### config.mk
export PLATFORM = sky130hd
export DESIGN_NAME = matrix_elem_sender
export DESIGN_NICKNAME = d
export VERILOG_FILES = /design/src/rtl/matrix_elem_sender.sv
export SDC_FILE = /design/constraint.sdc
export NUM_CORES = 1
export LEC_CHECK = 0
export CAP_MARGIN = 20
export CORE_MARGIN = 2
export CORE_UTILIZATION = 50
export DETAILED_ROUTE_END_ITERATION = 10
export PLACE_DENSITY_LB_ADDON = 0.25
export SYNTH_ARGS = -nofsm -noshare
export SYNTH_HDL_FRONTEND = slang
export SYNTH_SLANG_ARGS = --single-unit
export TNS_END_PERCENT = 10
### constraint.sdc
create_clock -name clk -period 6.3 [get_ports clk]
set_clock_uncertainty 0.05 [all_clocks]
set_input_delay 0.63 -clock clk [delete_from_list [all_inputs] [get_ports clk]]
set_output_delay 0.63 -clock clk [all_outputs]
set_load 0.01 [all_outputs]
### src/rtl/matrix_elem_sender.sv
// matrix_elem_sender: formats a signed element, ID or line break as ASCII and streams it to the UART
module matrix_elem_sender #(
  parameter int          DATA_W   = 8,
  parameter logic [7:0]  CHAR_SEP = 8'h20,
  parameter logic [7:0]  CHAR_EOL = 8'h0A
) (
  input  logic              clk,
  input  logic              rst,
  input  logic [DATA_W-1:0] sender_data,
  input  logic              sender_start,
  input  logic              sender_is_last_col,
  input  logic              sender_newline_only,
  input  logic              sender_id,
  output logic              sender_ready,
  output logic              sender_done,
  output logic [7:0]        tx_data,
  output logic              tx_start,
  input  logic              tx_ready
);
  localparam int MW = DATA_W + 1;
  typedef enum logic [2:0] {IDLE, CONV, LOAD, EMIT, HOLD, FINISH} state_t;
  state_t state;
  logic [MW-1:0] mag, mag_in;
  logic [3:0] hund, tens, len, p;
  logic [2:0] idx;
  logic neg_q, last_q, nl_q, id_q;
  logic [7:0] bytes_q [8];
  logic [7:0] nb [8];
  assign mag_in = sender_id ? {1'b0, sender_data}
                : sender_data[DATA_W-1] ? -{sender_data[DATA_W-1], sender_data}
                : {1'b0, sender_data};
  assign sender_ready = (state == IDLE) && !rst;
  assign tx_start = (state == EMIT) && tx_ready;
  assign tx_data = tx_start ? bytes_q[idx] : 8'h00;
  always_comb begin
    nb = '{default: 8'h00};
    p = 4'd0;
    if (nl_q) begin
      nb[0] = CHAR_EOL;
      p = 4'd1;
    end else begin
      if (id_q) begin
        nb[0] = 8'h49;
        nb[1] = 8'h44;
        nb[2] = 8'h3A;
        p = 4'd3;
      end else if (neg_q) begin
        nb[0] = 8'h2D;
        p = 4'd1;
      end
      if (hund != 4'd0) begin
        nb[p[2:0]] = 8'h30 + {4'h0, hund};
        p = p + 4'd1;
      end
      if (hund != 4'd0 || tens != 4'd0) begin
        nb[p[2:0]] = 8'h30 + {4'h0, tens};
        p = p + 4'd1;
      end
      nb[p[2:0]] = 8'h30 + {4'h0, mag[3:0]};
      p = p + 4'd1;
      nb[p[2:0]] = (last_q || id_q) ? CHAR_EOL : CHAR_SEP;
      p = p + 4'd1;
    end
  end
  always_ff @(posedge clk) begin
    if (rst) begin
      state       <= IDLE;
      mag         <= '0;
      hund        <= '0;
      tens        <= '0;
      len         <= '0;
      idx         <= '0;
      neg_q       <= 1'b0;
      last_q      <= 1'b0;
      nl_q        <= 1'b0;
      id_q        <= 1'b0;
      bytes_q     <= '{default: 8'h00};
      sender_done <= 1'b0;
    end else begin
      sender_done <= 1'b0;
      case (state)
        IDLE: if (sender_start) begin
          neg_q  <= sender_data[DATA_W-1] & ~sender_id;
          last_q <= sender_is_last_col;
          nl_q   <= sender_newline_only;
          id_q   <= sender_id;
          mag    <= mag_in;
          hund   <= '0;
          tens   <= '0;
          idx    <= '0;
          state  <= sender_newline_only ? LOAD : CONV;
        end
        CONV: if (mag >= MW'(100)) begin
          mag  <= mag - MW'(100);
          hund <= hund + 4'd1;
        end else if (mag >= MW'(10)) begin
          mag  <= mag - MW'(10);
          tens <= tens + 4'd1;
        end else state <= LOAD;
        LOAD: begin
          bytes_q <= nb;
          len     <= p;
          state   <= EMIT;
        end
        EMIT: if (tx_ready) state <= HOLD;
        HOLD: if ({1'b0, idx} + 4'd1 < len) begin
          idx   <= idx + 3'd1;
          state <= EMIT;
        end else begin
          sender_done <= 1'b1;
          state       <= FINISH;
        end
        FINISH: state <= IDLE;
        default: state <= IDLE;
      endcase
    end
  end
endmodule

Word level (Yosys, flattened, before mapping)
Index checks and enable logic that the tools add are counted.
W data, S select, Z words.
{"block": "word_totals", "register_bits": 96, "latchBits": 0, "ramBits": 0, "mem_bits_ro": 0, "elab_cells": 145, "mem_count": 0}
{"block": "classes", "n_addsub": 14, "n_mul": 0, "n_div": 0, "order_cmp": 12, "n_eq_ne": 12, "shifts": 0, "n_mux": 59, "bitwise": 8, "n_reduce_logical": 21}
{"op": "$bwmux W64", "n": 4}
{"op": "$mux W64", "n": 4}
{"op": "$demux W8 S3", "n": 4}
{"op": "$mux W8", "n": 9}
{"op": "$mux W56", "n": 1}
{"op": "$mux W9", "n": 5}
{"op": "$mux W4", "n": 10}
{"op": "$add A4 B1 Y4 const B", "n": 6}
{"op": "$bmux W8 S3", "n": 1}
{"op": "$add A6 B4 Y7 const A", "n": 3}
{"op": "$mux W3", "n": 7}
{"op": "$ge A4 B4 Y1 const B", "n": 5}
{"op": "$not A3 Y4", "n": 5}
{"op": "$pmux W9 S2", "n": 1}
{"op": "$lt A4 B1 Y1 const B", "n": 4}
{"op": "$mux W16", "n": 1}
{"op": "$pmux W4 S2", "n": 2}
{"op": "$mux W15", "n": 1}
{"op": "$pmux W3 S5", "n": 1}
{"op": "$ne A2 B2 Y1 const B", "n": 7}
{"op": "$mux W6", "n": 2}
{"op": "$ge A9 B4 Y1 const B", "n": 1}
{"op": "$ge A9 B7 Y1 const B", "n": 1}
{"op": "$neg A9 Y9", "n": 1}
{"op": "other kinds (25)", "n": 40}

Depth between registers and ports, before layout
{"block": "logic_depth", "ltp_word": 17, "depth_mapped": 14, "ltp_nobuf": 12}

Worst setup path before layout
Ideal clock, no wire load.
{"block": "synth_path", "kind": "flip-flop to flip-flop", "start": "register hund[0]", "end": "register bytes_q[45] (netlist name)", "setup_ns": 0.074, "arrival_time_ns": 3.014, "t_required_ns": 6.176, "slack_ns": 3.162, "path_stages_with_launch": 15, "n_path_buf": 3, "period_less_slack_ns": 3.138, "cell_sequence": "dfxtp_1 > inv_1 > ha_1 > or3b_1 > buf_6 > clkbuf_1 > nor2_1 > o21ai_0 > ha_1 > clkbuf_1 > nor2_1 > o2111ai_1 > o311ai_0 > a2111o_1 > a31oi_1"}
{"block": "synth_between", "elab_chain_len": 14}
{"item": "start, declared", "line": "24", "source": "logic [3:0] hund, tens, len, p;"}
{"item": "start signal, assigned", "line": "95", "source": "hund <= hund + 4'd1;"}
{"item": "$reduce_bool A4 Y1", "line": "51, 55"}
{"item": "$mux W4", "line": "51", "source": "if (hund != 4'd0) begin"}
{"item": "$mux W4", "line": "38", "source": "if (nl_q) begin"}
{"item": "$add A4 B1 Y4 or $not A3 Y4 (tied branches)", "line": "57, 56"}
{"item": "$mux W4, or another cell as far along", "line": "55", "source": "if (hund != 4'd0 || tens != 4'd0) begin"}
{"item": "$mux W4 or $logic_and A1 B1 Y1 (tied branches)", "line": "38, 56"}
{"item": "$add A4 B1 Y4, or another cell as far along", "line": "60", "source": "p = p + 4'd1;"}
{"item": "$not A3 Y4, or another cell as far along", "line": "61", "source": "nb[p[2:0]] = (last_q || id_q) ? CHAR_EOL : CHAR_SEP;"}
{"item": "$ge A4 B4 Y1 (not written as such), or another cell as far along", "line": "61"}
{"item": "$logic_and A1 B1 Y1 (not written as such), or another cell as far along", "line": "61"}
{"item": "$mux W8, or another cell as far along", "line": "61"}
{"item": "$demux W8 S3 or $bwmux W64 (tied branches)", "line": "61, 59"}
{"item": "$bwmux W64 *", "line": "61"}
{"item": "$mux W56 *", "line": "38"}
{"item": "end signal, assigned", "line": "101", "source": "bytes_q <= nb;"}
{"item": "end, declared", "line": "27", "source": "logic [7:0] bytes_q [8];"}
Mark *: on every way between the ends. The rest lies on a longest branch, timed or not. The select of a mux whose other input is x is not followed.
A chain may end at the register's enable or synchronous reset.

Worst setup path after layout
{"block": "layout_path", "start": "register tens[1]", "end": "register bytes_q[42] (netlist name)"}
{"block": "layout_between", "elab_chain_len": 12}
{"item": "start, declared", "line": "24"}
{"item": "start signal, assigned", "line": "98", "source": "tens <= tens + 4'd1;"}
{"item": "$reduce_bool A4 Y1", "line": "55"}
{"item": "$logic_or A1 B1 Y1", "line": "55"}
{"item": "$mux W4", "line": "55"}
{"item": "$mux W4", "line": "38"}
{"item": "$add A4 B1 Y4 or $not A3 Y4 (tied branches)", "line": "60, 59"}
{"item": "$not A3 Y4, or another cell as far along", "line": "61"}
{"item": "$ge A4 B4 Y1 (not written as such), or another cell as far along", "line": "61"}
{"item": "$logic_and A1 B1 Y1 (not written as such) or $mux W8 (tied branches)", "line": "61, 59"}
{"item": "$mux W8 or $demux W8 S3 (tied branches)", "line": "61, 59"}
{"item": "$demux W8 S3 or $bwmux W64 (tied branches)", "line": "61, 59"}
{"item": "$bwmux W64 *", "line": "61"}
{"item": "$mux W56 *", "line": "38"}
Marks and branches as above.

==> impl_metrics.prom <==
# TYPE chip_impl_metric gauge
chip_impl_metric{name="slew_viol_final",unit=""} 0
chip_impl_metric{name="grt_antenna_before_repair",unit=""} 0
chip_impl_metric{name="core_region_area",unit="mm2"} 0.00968
chip_impl_info{name="min_delay_path_class",value="reg2reg"} 1
chip_impl_metric{name="place_congestion",unit=""} 0.947
chip_impl_metric{name="cts_hold_buf",unit=""} 0
chip_impl_metric{name="total_detailed_routing_wirelength",unit="mm"} 13.7
chip_impl_metric{name="power",unit="mW"} 1.97
chip_impl_metric{name="first_pass_grt_wire_length",unit="mm"} 22.4
chip_impl_metric{name="synth_area",unit="mm2"} 0.00495
chip_impl_metric{name="grt_use_total",unit="%"} 25.9
chip_impl_metric{name="final-setup-viol-count",unit=""} 0
chip_impl_metric{name="multiplexer_share_of_the_synthesized_area",unit="%"} 6.70
chip_impl_metric{name="yosys.area_share.adder",unit="%"} 4.30
chip_impl_info{name="final_cell_mix",value="sky130_fd_sc_hd__dfxtp_1, sky130_fd_sc_hd__nand2_1, sky130_fd_sc_hd__a21oi_1"} 1
chip_impl_metric{name="finalCritPeriodShare",unit="%"} 64.2
chip_impl_metric{name="dr.pass1.iters",unit=""} 6
chip_impl_metric{name="port_buffers",unit=""} 24
chip_impl_metric{name="ctsLongestPathBuffers",unit=""} 2
chip_impl_metric{name="crit_fanout",unit=""} 15
chip_impl_metric{name="hold_viol_final",unit=""} 0
chip_impl_metric{name="htree_levels",unit=""} 3
chip_impl_metric{name="timing.max_cap.violations",unit=""} 0
chip_impl_metric{name="critical_path.max_stage_delay",unit="ns"} 0.82
chip_impl_metric{name="drive_above_1_share",unit="%"} 7.91
chip_impl_metric{name="synthSimpleGateAreaFrac",unit="%"} 25.2
chip_impl_metric{name="count_of_non_filler_cells_in_the_finished_layout",unit=""} 740
chip_impl_metric{name="fin_nets",unit=""} 635
chip_impl_info{name="outcome",value="completed"} 1
chip_impl_metric{name="number_of_flops_mapped_to_enable_cells_by_yosys",unit=""} 0
chip_impl_metric{name="hold-worst-slack",unit="ns"} 0.409
chip_impl_info{name="rsz0062_at_grt",value="false"} 1
chip_impl_metric{name="cp.arrival",unit="ns"} 4.26
chip_impl_metric{name="cts-buffers-inserted",unit=""} 9
chip_impl_info{name="cts_tree",value="built"} 1
chip_impl_metric{name="die-area",unit="mm2"} 0.0107
chip_impl_metric{name="fin_tns_setup",unit="ns"} 0
chip_impl_metric{name="wire_per_inst",unit="um"} 18.5
chip_impl_metric{name="timing.final.crit_period",unit="ns"} 4.05
chip_impl_metric{name="start_util",unit="%"} 51.1
chip_impl_metric{name="syn_inst",unit=""} 608
chip_impl_metric{name="route.detailed.drc",unit=""} 0
chip_impl_info{name="cts.root.buffer_cell",value="sky130_fd_sc_hd__clkbuf_8"} 1
chip_impl_metric{name="cp_num_buf_inv",unit=""} 2
chip_impl_metric{name="final_design_area_no_fill",unit="mm2"} 0.00540
chip_impl_metric{name="grt_max_degree",unit=""} 42
chip_impl_metric{name="globalRouteOverflowTotal",unit=""} 0
chip_impl_info{name="startpoint_type",value="register"} 1
chip_impl_info{name="synth-main-ff-cell",value="sky130_fd_sc_hd__dfxtp_1"} 1
chip_impl_metric{name="postCtsSetupBuffers",unit=""} 0
chip_impl_info{name="crit_path_end_kind",value="register"} 1
chip_impl_metric{name="cts.sinks",unit=""} 81
chip_impl_metric{name="chipWidth",unit="um"} 104
chip_impl_metric{name="dpl.cell_count",unit=""} 725
chip_impl_metric{name="synth-compound-area-share",unit="%"} 22.1
chip_impl_metric{name="worstSkewPairLatency",unit="ns"} 0.37
chip_impl_info{name="crit_slowest_cell",value="sky130_fd_sc_hd__nor3b_2"} 1
chip_impl_metric{name="dieHeight",unit="um"} 104
chip_impl_metric{name="total_leakage_power",unit="nW"} 1.91
chip_impl_metric{name="synthXorXnorAreaFrac",unit="%"} 2.83
chip_impl_metric{name="vdd.ir_drop.worst",unit="mV"} 0.182
chip_impl_metric{name="via_density_per_instance",unit=""} 6.25
chip_impl_metric{name="yosysWarningCount",unit=""} 0
chip_impl_info{name="dominant_combinational_cell_family_by_area_after_synthesis",value="simple AND/OR/NAND/NOR gates"} 1
chip_impl_metric{name="drt_iter0_markers",unit=""} 406
chip_impl_metric{name="maxSlewHeadroom",unit="%"} 31.7
chip_impl_info{name="crit_type",value="reg2reg"} 1
chip_impl_metric{name="worst_slew_pin_slew",unit="ns"} 1.02
chip_impl_metric{name="clk_transition_reported_paths",unit="ns"} 0.08
chip_impl_info{name="worstPathCellList",value="inv_1 > ha_1 > nor3b_2 > nor2_4 > xor2_1 > inv_1 > ha_1 > nor4b_1 > mux2i_1 > o311ai_0 > nor2_1 > a22o_1"} 1
chip_impl_metric{name="number_of_register_bits_inferred_by_synthesis",unit=""} 81
chip_impl_metric{name="cts.repair.resized",unit=""} 0
chip_impl_metric{name="layout-area-overhead-vs-synth",unit="%"} 8.94
chip_impl_metric{name="synth_async_sr_flop_share",unit="%"} 0
chip_impl_metric{name="num_vias",unit=""} 4627
chip_impl_metric{name="antenna_violating_nets_post_route",unit=""} 0
chip_impl_info{name="final_common_cell",value="sky130_fd_sc_hd__dfxtp_1"} 1
chip_impl_metric{name="timing.fmax",unit="MHz"} 247
chip_impl_metric{name="insertedDiodeCount",unit=""} 0
chip_impl_metric{name="power.density_cell_area",unit="mW/mm2"} 365
chip_impl_metric{name="grt_pass1_vias",unit=""} 4306
chip_impl_info{name="critical-path-top-delay-family",value="simple AND/OR/NAND/NOR gates"} 1
chip_impl_metric{name="io-pin-count",unit=""} 26
chip_impl_metric{name="syn_avg_cell_area",unit="um2"} 8.15
chip_impl_metric{name="yosys.cell_types.count",unit=""} 74
chip_impl_metric{name="ys_seq_area_share",unit="%"} 32.7
chip_impl_metric{name="placed_cell_area",unit="mm2"} 0.00521
chip_impl_metric{name="detailedPlacementHpwl",unit="mm"} 9.85
chip_impl_metric{name="cp_data_required_time",unit="ns"} 6.51
chip_impl_metric{name="placement_rows",unit=""} 36
worst min-delay path, stage by stage, from the launching register on:
cell,delay [ns]
sky130_fd_sc_hd__dfxtp_1,0.33
sky130_fd_sc_hd__nand2_1,0.04
sky130_fd_sc_hd__o21ai_0,0.05
sequential cells by signal (all words and copies together), names as in the netlist:
signal       cells
nl_q             1
idx              3
tens             4
id_q             1
len              4
neg_q            1
mag              9
sender_done      1
state            3
bytes_q         49
last_q           1
hund             4
final cells by class:
type | count | area (um2)
inverter | 22 | 82.6
tap | 133 | 166
clock inverter | 4 | 53.8
sequential | 81 | 1620
fill | 926 | 4290
timing repair buffer | 32 | 300
clock buffer | 11 | 131
multi-input combinational | 457 | 3040
final timing paths:
kind          startpoint     endpoint  slack [ns]  cells after the start
max              tens[1]  bytes_q[42]        2.25                     12
min          bytes_q[56]  bytes_q[56]        0.41                      2
max reg2reg      tens[1]  bytes_q[42]        2.25                     12
min reg2reg  bytes_q[56]  bytes_q[56]        0.41                      2
cells by family after synthesis:
| kind of cell | after synthesis |
|---|---|
| adders and majority gates | 17 |
| AOI/OAI and AO/OA | 159 |
| xor gates and xnor gates | 16 |
| DFF | 81 |
| other | 2 |
| buffers and inverters | 71 |
| muxes | 18 |
| and+or+nand+nor | 244 |
synth_stat cells (9+ instances only):
cell                        n  share of area [%]
sky130_fd_sc_hd__nand3_1   29                2.9
sky130_fd_sc_hd__or3_1      9                1.1
sky130_fd_sc_hd__mux4_2    12                5.5
sky130_fd_sc_hd__ha_1      17                4.3
sky130_fd_sc_hd__clkbuf_1  36                2.7
sky130_fd_sc_hd__nor2_1    45                3.4
sky130_fd_sc_hd__inv_1     22                1.7
sky130_fd_sc_hd__o211ai_1   9                1.4
sky130_fd_sc_hd__nor3_1    15                1.5
sky130_fd_sc_hd__nand2_1   73                5.5
sky130_fd_sc_hd__o21ai_0   22                2.2
sky130_fd_sc_hd__a21oi_1   49                5.0
sky130_fd_sc_hd__and3_1    10                1.3
sky130_fd_sc_hd__dfxtp_1   81                 33
sky130_fd_sc_hd__xnor2_1    9                1.6
sky130_fd_sc_hd__a31oi_1   17                2.1
sky130_fd_sc_hd__nand4_1   14                1.8
report_power, final:
| group | leakage [nW] | switching (mW) | internal, mW |
|---|---|---|---|
| Sequential | 0.656 | 0.103 | 0.575 |
| Clock | 0.0860 | 0.193 | 0.183 |
| Combinational | 1.17 | 0.587 | 0.330 |
| Total | 1.91 | 0.883 | 1.09 |
metrics by stage:
| step | utilization (%) | setup slack, ns |
|---|---|---|
| finish | 55.7 | 2.25 |
| global route | 55.7 | 1.96 |
| CTS | 55.7 | 2.32 |
| detailed placement | 53.8 | 2.33 |
| global placement | 53.8 | 2.48 |
| floorplan | - | 3.16 |
per-layer routing:
layer / up-vias / GRT usage (%) / share of wire [%]
met4: 0 / 9.94 / 1.7
met3: 17 / 3.34 / 6.5
met1: 2202 / 34.7 / 44
li1: 2219 / - / -
met5: - / 0 / 0
met2: 189 / 42.7 / 48
No activity file was read; power rests on OpenSTA's default activity.
